`src/rtl/vga_line_fetcher_if.sv`:
```
// Memory-controller read port used by the VGA line fetcher.
// The fetcher drives address/request through the master modport; the
// controller (or a bench model of it) answers through the slave modport.
interface vga_line_fetcher_if;
  logic [23:0] mem_addr;
  logic        mem_request;
  logic        mem_n_write_enable;
  logic [8:0]  mem_data_read_size;
  logic [15:0] mem_data_in;
  logic        mem_data_ready;
  logic        mem_busy;

  modport master (
    output mem_addr, mem_request, mem_n_write_enable, mem_data_read_size,
    input  mem_data_in, mem_data_ready, mem_busy
  );

  modport slave (
    input  mem_addr, mem_request, mem_n_write_enable, mem_data_read_size,
    output mem_data_in, mem_data_ready, mem_busy
  );
endinterface

```
`src/rtl/vga_line_fetcher.sv`:
```
// VGA line fetcher: walks a frame buffer one 16-bit word at a time, keeping
// at most one single-word read outstanding, and queues returned pixels in a
// small FIFO for the scan-out logic. A frame_start that lands while a read is
// in flight parks the fetcher in DRAIN so the stale word is dropped.
module vga_line_fetcher #(
  parameter int          H_ACTIVE    = 640,
  parameter int          V_ACTIVE    = 480,
  parameter int          LINE_STRIDE = 1024,
  parameter logic [23:0] BASE_ADDR   = 24'h000000,
  parameter int          FIFO_DEPTH  = 16
) (
  input  logic                          clk,
  input  logic                          reset,
  input  logic                          frame_start,
  vga_line_fetcher_if.master            mem,
  input  logic                          pixel_req,
  output logic [15:0]                   pixel_data,
  output logic                          pixel_valid,
  output logic                          underflow,
  output logic [$clog2(FIFO_DEPTH):0]   fifo_level
);
  localparam int AW = $clog2(FIFO_DEPTH);
  localparam logic [15:0]   X_LAST     = 16'(H_ACTIVE - 1);
  localparam logic [15:0]   Y_LAST     = 16'(V_ACTIVE - 1);
  localparam logic [23:0]   STRIDE     = 24'(LINE_STRIDE);
  localparam logic [AW:0]   LEVEL_FULL = (AW + 1)'(FIFO_DEPTH);
  localparam logic [AW:0]   LEVEL_ONE  = (AW + 1)'(1);
  localparam logic [AW-1:0] PTR_ONE    = AW'(1);

  typedef enum logic [2:0] {IDLE, ISSUE, WAIT, DRAIN, DONE} state_t;

  state_t        state_reg, state_next;
  logic [15:0]   x_reg, x_next;
  logic [15:0]   y_reg, y_next;
  logic [23:0]   addr_reg, addr_next;
  logic          req_reg, req_next;
  logic          push;
  logic          flush;
  logic          pop;
  logic [23:0]   fetch_addr;

  logic [15:0]   fifo_mem [FIFO_DEPTH];
  logic [AW-1:0] wr_ptr_reg, rd_ptr_reg;
  logic [AW:0]   level_reg;
  logic          underflow_reg;

  // Word address of the current (x, y); 24-bit arithmetic wraps naturally.
  assign fetch_addr = BASE_ADDR + ({8'd0, y_reg} * STRIDE) + {8'd0, x_reg};

  assign mem.mem_addr           = addr_reg;
  assign mem.mem_request        = req_reg;
  assign mem.mem_n_write_enable = 1'b1;
  assign mem.mem_data_read_size = 9'd1;

  assign pixel_valid = (level_reg != '0);
  assign pixel_data  = pixel_valid ? fifo_mem[rd_ptr_reg] : 16'h0000;
  assign underflow   = underflow_reg;
  assign fifo_level  = level_reg;
  assign pop         = pixel_req && pixel_valid;

  // Next-state, request and scan-position decode for the fetch sequencer.
  always_comb begin
    state_next = state_reg;
    x_next     = x_reg;
    y_next     = y_reg;
    addr_next  = addr_reg;
    req_next   = req_reg;
    push       = 1'b0;
    flush      = 1'b0;
    case (state_reg)
      IDLE, DONE: begin
        req_next = 1'b0;
        if (frame_start) begin
          x_next     = '0;
          y_next     = '0;
          flush      = 1'b1;
          state_next = ISSUE;
        end
      end
      ISSUE: begin
        if (frame_start) begin
          x_next = '0;
          y_next = '0;
          flush  = 1'b1;
        end else if (level_reg != LEVEL_FULL && !mem.mem_busy) begin
          req_next   = 1'b1;
          addr_next  = fetch_addr;
          state_next = WAIT;
        end
      end
      WAIT: begin
        if (frame_start) begin
          // The in-flight word belongs to the old frame; wait it out in DRAIN.
          req_next   = 1'b0;
          flush      = 1'b1;
          state_next = DRAIN;
        end else if (mem.mem_data_ready) begin
          push     = 1'b1;
          req_next = 1'b0;
          if (x_reg == X_LAST) begin
            x_next     = '0;
            y_next     = y_reg + 16'd1;
            state_next = (y_reg == Y_LAST) ? DONE : ISSUE;
          end else begin
            x_next     = x_reg + 16'd1;
            state_next = ISSUE;
          end
        end
      end
      DRAIN: begin
        req_next = 1'b0;
        if (frame_start) flush = 1'b1;
        if (!mem.mem_busy) begin
          x_next     = '0;
          y_next     = '0;
          state_next = ISSUE;
        end
      end
      default: begin
        req_next   = 1'b0;
        state_next = IDLE;
      end
    endcase
  end

  // Sequencer state, scan position and the registered memory request.
  always_ff @(posedge clk) begin
    if (reset) begin
      state_reg <= IDLE;
      x_reg     <= '0;
      y_reg     <= '0;
      addr_reg  <= '0;
      req_reg   <= 1'b0;
    end else begin
      state_reg <= state_next;
      x_reg     <= x_next;
      y_reg     <= y_next;
      addr_reg  <= addr_next;
      req_reg   <= req_next;
    end
  end

  // Pixel storage; kept free of reset so it maps onto plain RAM.
  always_ff @(posedge clk) begin
    if (push) fifo_mem[wr_ptr_reg] <= mem.mem_data_in;
  end

  // FIFO pointers, occupancy and sticky underflow; a flush beats push/pop.
  always_ff @(posedge clk) begin
    if (reset || flush) begin
      wr_ptr_reg    <= '0;
      rd_ptr_reg    <= '0;
      level_reg     <= '0;
      underflow_reg <= 1'b0;
    end else begin
      if (push) wr_ptr_reg <= wr_ptr_reg + PTR_ONE;
      if (pop)  rd_ptr_reg <= rd_ptr_reg + PTR_ONE;
      if (push && !pop)      level_reg <= level_reg + LEVEL_ONE;
      else if (!push && pop) level_reg <= level_reg - LEVEL_ONE;
      if (pixel_req && !pixel_valid) underflow_reg <= 1'b1;
    end
  end
endmodule
```
`src/flat_wrapper.sv`:
```
// flat-port wrapper written by rule: the top's interface ports become plain ports
module vga_line_fetcher_flat 
#(
  parameter int          H_ACTIVE    = 640,
  parameter int          V_ACTIVE    = 480,
  parameter int          LINE_STRIDE = 1024,
  parameter logic [23:0] BASE_ADDR   = 24'h000000,
  parameter int          FIFO_DEPTH  = 16
)
  (clk, reset, frame_start, pixel_req, pixel_data, pixel_valid, underflow, fifo_level, mem_mem_addr, mem_mem_request, mem_mem_n_write_enable, mem_mem_data_read_size, mem_mem_data_in, mem_mem_data_ready, mem_mem_busy);
  vga_line_fetcher_if mem_i ();
  input  logic clk;
  input  logic reset;
  input  logic frame_start;
  input  logic pixel_req;
  output logic [15:0] pixel_data;
  output logic pixel_valid;
  output logic underflow;
  output logic [$clog2(FIFO_DEPTH):0] fifo_level;
  output wire logic [$bits(mem_i.mem_addr)-1:0] mem_mem_addr;
  output wire logic [$bits(mem_i.mem_request)-1:0] mem_mem_request;
  output wire logic [$bits(mem_i.mem_n_write_enable)-1:0] mem_mem_n_write_enable;
  output wire logic [$bits(mem_i.mem_data_read_size)-1:0] mem_mem_data_read_size;
  input wire logic [$bits(mem_i.mem_data_in)-1:0] mem_mem_data_in;
  input wire logic [$bits(mem_i.mem_data_ready)-1:0] mem_mem_data_ready;
  input wire logic [$bits(mem_i.mem_busy)-1:0] mem_mem_busy;
  assign mem_mem_addr = mem_i.mem_addr;
  assign mem_mem_request = mem_i.mem_request;
  assign mem_mem_n_write_enable = mem_i.mem_n_write_enable;
  assign mem_mem_data_read_size = mem_i.mem_data_read_size;
  assign mem_i.mem_data_in = mem_mem_data_in;
  assign mem_i.mem_data_ready = mem_mem_data_ready;
  assign mem_i.mem_busy = mem_mem_busy;
  vga_line_fetcher #(.H_ACTIVE(H_ACTIVE), .V_ACTIVE(V_ACTIVE), .LINE_STRIDE(LINE_STRIDE), .BASE_ADDR(BASE_ADDR), .FIFO_DEPTH(FIFO_DEPTH)) u_core (.clk(clk), .reset(reset), .frame_start(frame_start), .mem(mem_i), .pixel_req(pixel_req), .pixel_data(pixel_data), .pixel_valid(pixel_valid), .underflow(underflow), .fifo_level(fifo_level));
endmodule
```
`config.mk`:
```
export PLATFORM = sky130hd
export DESIGN_NAME = vga_line_fetcher_flat
export DESIGN_NICKNAME = d
export VERILOG_FILES = /design/src/rtl/vga_line_fetcher_if.sv /design/src/rtl/vga_line_fetcher.sv /design/src/flat_wrapper.sv
export SDC_FILE = /design/constraint.sdc
export NUM_CORES = 1
export LEC_CHECK = 0
export CORE_MARGIN = 2
export CORE_UTILIZATION = 56
export CTS_CLUSTER_SIZE = 8
export DETAILED_ROUTE_END_ITERATION = 8
export GPL_ROUTABILITY_DRIVEN = 0
export GPL_TIMING_DRIVEN = 0
export PLACE_DENSITY = 0.83
export SLEW_MARGIN = 20
export SYNTH_ARGS = -nofsm -noshare
export SYNTH_HDL_FRONTEND = slang
export SYNTH_SLANG_ARGS = --single-unit
```
`constraint.sdc`:
```
create_clock -name clk -period 4.15 [get_ports clk]
set_input_delay 1.245 -clock clk [delete_from_list [all_inputs] [get_ports clk]]
set_output_delay 1.245 -clock clk [all_outputs]
set_load 0.02 [all_outputs]
```
-- Yosys cells after proc, flatten, opt, wreduce, memory -nomap -nowiden
Memory sizes are Yosys's and may differ from the RTL's. A register that Yosys moved wholly into a read port is not among the register bits.
Cells that the tools add are included.
- RAM bits: 256
- bits of input ports: 22
- register bits: 74
- memory bits (read-only): 0
- memories: 1
- word-level logic and storage cells: 92
- bits in latches: 0
- memories (memory ; depth ; width ; read ports ; clocked after Yosys merged registers in ; write ports ; RTL line ; source):
    u_core.fifo_mem ; 16 ; 16 ; 1 ; 1 ; 1 ; vga_line_fetcher.sv:42 ; logic [15:0] fifo_mem [FIFO_DEPTH];
- shift operators: 0
- multiply operators: 0
- reduce and logical (&&, ||, !) cells: 22
- mux-type cells: 36
- $lt $le $gt $ge: 0
- divide/modulo/power cells: 0
- eq/ne operators: 16
- bitwise logic cells: 1
- add/subtract/negate cells: 7
- operators by type and width (cell ; number):
    2-to-1 mux 16 bit ; 9
    one-hot mux 16 bit (3 select lines) ; 2
    adder 16 x 1 -> 16 bit, second input constant ; 2
    adder 24 x 16 -> 24 bit ; 1
    2-to-1 mux 3 bit ; 8
    == test 16 x 10 -> 1 bit, second input constant ; 1
    == test 16 x 9 -> 1 bit, second input constant ; 1
    one-hot mux 3 bit (4 select lines) ; 1
    2-to-1 mux 1 bit ; 11
    2-to-1 mux 5 bit ; 2
    inequality test 2 bit, second input constant ; 5
    AND reduction 5 bit ; 2
    adder 4 x 1 -> 4 bit, second input constant ; 2
    2-to-1 mux 4 bit ; 2
    == test 3 x 2 -> 1 bit, second input constant ; 2
    inequality test 2 x 1 -> 1 bit, second input constant ; 3
    AND reduction 3 bit ; 2
    AND reduction 6 bit ; 1
    adder 5 x 1 -> 5 bit, second input constant ; 1
    logical AND 1 bit ; 5
    inequality test 5 bit, second input constant ; 1
    nonzero test 5 bit ; 1
    OR reduction 5 bit ; 1
    subtractor 5 x 1 -> 5 bit, second input constant ; 1
    12 further kinds ; 15

-- Depth between registers and ports, before layout
- depth after elaboration: 7
- depth in mapped cells: 12
- mapped depth without buffers: 11

-- Worst setup path before layout
Ideal clock, no wire load.
- path kind: input to register
- start: in frame_start
- end: mem u_core.fifo_mem[3][0], enable pin
- library setup time: 0.409 ns
- path slack: 0.677 ns
- stages: 4
- buffers on the path: 1
- data required time: 3.741 ns
- data arrival time: 3.063 ns
- cell sequence: buf_2 nor3b_4 nand2_1 nor3_1
- longest elaborated chain between the ends: 4
- ends and longest elaborated chain (element ; RTL line ; source):
    start: declaration ; flat_wrapper.sv:14 ; input logic frame_start;
    2-to-1 mux 1 bit ; vga_line_fetcher.sv:92 ; if (frame_start) begin
    2-to-1 mux 1 bit ; vga_line_fetcher.sv:70 ; case (state_reg)
    via u_core.push ; vga_line_fetcher.sv:37 ; logic push;
    2-to-1 mux 1 bit ; vga_line_fetcher.sv:145 ; if (push) fifo_mem[wr_ptr_reg] <= mem.mem_data_in;
    2-to-1 mux 1 bit (not written as such) ; vga_line_fetcher.sv:145 ;
    end: declaration ; vga_line_fetcher.sv:42 ;
The timed path passes the listed nets, and every way through them passes these cells.

==> results.py <==
metrics = {
    "status": {
        "outcome": "completed",
    },
    "logic_synthesis": {
        "synth_flop_cell": "edfxtp_1",
        "avgSynthCellArea_um2": 15.8,
        "yosys_warnings": 0,
        "ys_types": 56,
        "seq_area_frac_synth": 0.668,
        "synth-edff-count": 256,
        "ys_async_sr_fraction": 0,
        "netlist_area_um2": 13800,
        "synthCells": 879,
        "synth-seq-cells": 334,
    },
    "power": {
        "ir_drop_mv": 0.378,
        "p_per_area_nw_per_um2": 496,
        "power.leakage_nw": 5.48,
    },
    "die": {
        "ios": 80,
        "start_util": 0.569,
        "die_h_um": 161,
        "row_count": 57,
        "die_area_um2": 26000,
        "die_w_um": 161,
        "core_um2": 24300,
    },
    "critical_path": {
        "r2r_start": "u_core.state_reg[0]",
        "path_class": "register to output pin",
        "cp_top_family": "multiplexers",
        "critPathMaxFanout": 10,
        "crit_chain": "clkbuf_2 -> mux4_2 -> mux4_2 -> and2_1 -> dlygate4sd2_1",
        "cp.depth": 5,
        "cpPeakStageDelay_ps": 480,
        "worstSetupEndpoint": "pixel_data[14]",
        "cp_common_cell": "mux4_2",
        "cp_slowest_cell": "dfxtp_2",
        "ff2ff_setup_slack_ps": 920,
        "reg2reg_depth": 12,
        "cp_data_arrival_time_ps": 2850,
        "startpoint_type": "register",
        "critPathBufInv": 2,
        "end_kind": "output pin",
        "r2r-end": "u_core.fifo_level[4]",
        "worstPathRequired_ps": 2900,
    },
    "cells_and_area": {
        "final_common_cell": "edfxtp_1",
        "drive_gt1_frac": 0.205,
        "largest_register": "u_core.fifo_mem",
        "nets": 1064,
        "utilization": 0.685,
        "syn_to_final_growth_pct": 20.3,
        "layout_common_cells": "edfxtp_1, mux4_2, dfxtp_1",
        "largest_reg_flops": 256,
        "num_antenna_cells": 0,
        "instances_no_fill": 1371,
    },
    "cts": {
        "cts_buffers": 47,
        "path_clk_slew_ps": 50,
        "cts_setup_buffers": 0,
        "clkSinkCount": 334,
        "h-tree-depth": 2,
        "clockRootBuffer": "clkbuf_16",
        "clkLatencyLatePin_ps": 550,
        "cts_tree": "yes",
        "cts_buffer_depth": 3,
    },
    "placement": {
        "hpwl_um": 21200,
        "numPlacedInstances": 1299,
        "portBuffers": 68,
        "dp_slack_ps": -232,
    },
    "sta": {
        "slew_headroom": 0.336,
        "finalHoldViolCount": 0,
        "max_freq_mhz": 244,
        "setup_viol": 0,
        "worst_slack_ps": 58.7,
        "period_minus_slack_ps": 4090,
        "whs_ps": 456,
        "period_share": 0.986,
        "rsz0062_at_grt": "false",
        "max_slew.worst_pin.slew_ps": 990,
        "fin_skew_ps": 19.2,
        "final_max_slew_viol_count": 0,
    },
    "global_route": {
        "grt_first_pass_wirelength_um": 51100,
        "antenna_found_initial": 1,
        "grt_max_degree": 17,
        "overflow": 0,
        "first_global_vias": 8634,
        "track_usage": 0.265,
    },
    "route": {
        "vias_per_cell": 6.19,
        "drtIter0Drc": 991,
        "final_antenna_net_count": 0,
        "drcViolationCount": 0,
        "first_pass_iters": 6,
        "routedWlPerCell_um": 24.4,
        "num_vias": 8484,
        "wl_um": 33500,
    },
    "hold_path": {
        "holdPathStages": 2,
        "min_path_type": "register to register",
    },
    "flow_run": {
        "maxCapViolCount": 0,
    },
}
## per-stage QoR
stage	power [mW]	cell area, um2	setup TNS [ps]
floorplan	4.46	13900	0
CTS	8.30	16700	0
global placement	4.84	15000	-56100
finish	8.26	16700	0
global route	8.51	16700	0
detailed placement	4.88	15300	-2990
## worst min path at each step
stage,startpoint,end,slack [ps]
2_1_floorplan,u_core.x_reg[5],u_core.mem.mem_addr[5],450
3_3_place_gp,u_core.mem.mem_addr[14],u_core.mem.mem_addr[14],440
3_5_place_dp,u_core.mem.mem_addr[13],u_core.mem.mem_addr[13],450
4_1_cts,u_core.mem.mem_addr[10],u_core.mem.mem_addr[10],460
5_1_grt,u_core.mem.mem_addr[10],u_core.mem.mem_addr[10],480
6_report,u_core.mem.mem_addr[11],u_core.mem.mem_addr[11],460
## cells by family (layout without fill, tap and decap cells)
| group | Yosys count | count (layout) | share of synthesized area |
|---|---|---|---|
| fa+ha+maj | 19 | 19 | 0.0183 |
| other cells | 2 | 10 | 0.000542 |
| flops | 334 | 334 | 0.668 |
| xor+xnor | 25 | 25 | 0.0158 |
| simple gates | 231 | 231 | 0.0879 |
| buf+inv | 68 | 228 | 0.0234 |
| compound gates | 115 | 115 | 0.0524 |
| mux | 85 | 85 | 0.134 |
## tightest hold or removal path, stage by stage, from the launching register on
cell and delay, ps:
dfxtp_1 300, nand2_1 50, a21oi_1 50
## cell usage after synthesis (2+ instances only)
library cell / count / area share
o21ai_0: 28 / 0.010
nand3_1: 18 / 0.0065
xnor2_1: 5 / 0.0032
and3_1: 6 / 0.0027
buf_1: 5 / 0.0014
xor2_1: 20 / 0.013
or4_1: 12 / 0.0065
nand2_1: 53 / 0.014
nand2b_1: 5 / 0.0023
buf_4: 11 / 0.0060
and4_1: 3 / 0.0019
a21oi_1: 40 / 0.014
dfxtp_1: 78 / 0.11
a211oi_1: 16 / 0.0087
a21o_1: 5 / 0.0027
ha_1: 17 / 0.015
nand4_1: 9 / 0.0041
nand4b_1: 3 / 0.0019
a31oi_1: 2 / 0.00090
mux2i_1: 5 / 0.0036
o21bai_1: 2 / 0.0011
or3_1: 19 / 0.0086
clkbuf_1: 26 / 0.0070
nor2_1: 57 / 0.015
inv_1: 9 / 0.0024
conb_1: 2 / 0.00054
nor4_1: 4 / 0.0018
and2_1: 20 / 0.0090
mux4_2: 80 / 0.13
buf_2: 16 / 0.0058
nand3b_1: 3 / 0.0016
edfxtp_1: 256 / 0.56
nor3_1: 7 / 0.0025
o2111ai_1: 3 / 0.0019
nor3b_1: 3 / 0.0016
fa_1: 2 / 0.0029
o211ai_1: 10 / 0.0054
## where the power goes
part           switching [mW]  internal [mW]  leakage, nW
Sequential             0.0395           3.65         2.93
Clock                    1.36           2.08        0.630
Combinational           0.667          0.462         1.92
## what timing repair did
item                       CTS  global route
resized for setup           60             1
setup endpoints to repair   17             1
hold buffers                 0             0
pin swaps                    0             0
## layout make-up
cell class	instances	area (um2)
clock inverters	3	52.6
inverters	9	33.8
flip-flops and latches	334	9250
well taps	324	405
multi-input cells	485	4360
plain buffers	58	400
clock buffers	70	1260
fillers	1526	7660
repair buffers	88	897
## metal layers
layer	track usage	up-vias	routed length (um)
met2	0.475	402	17800
met4	0.120	0	1380
met5	0	-	0
met1	0.313	4281	12000
li1	-	3710	-
met3	0.0483	91	2260
Power figures use the tool's default switching activity.
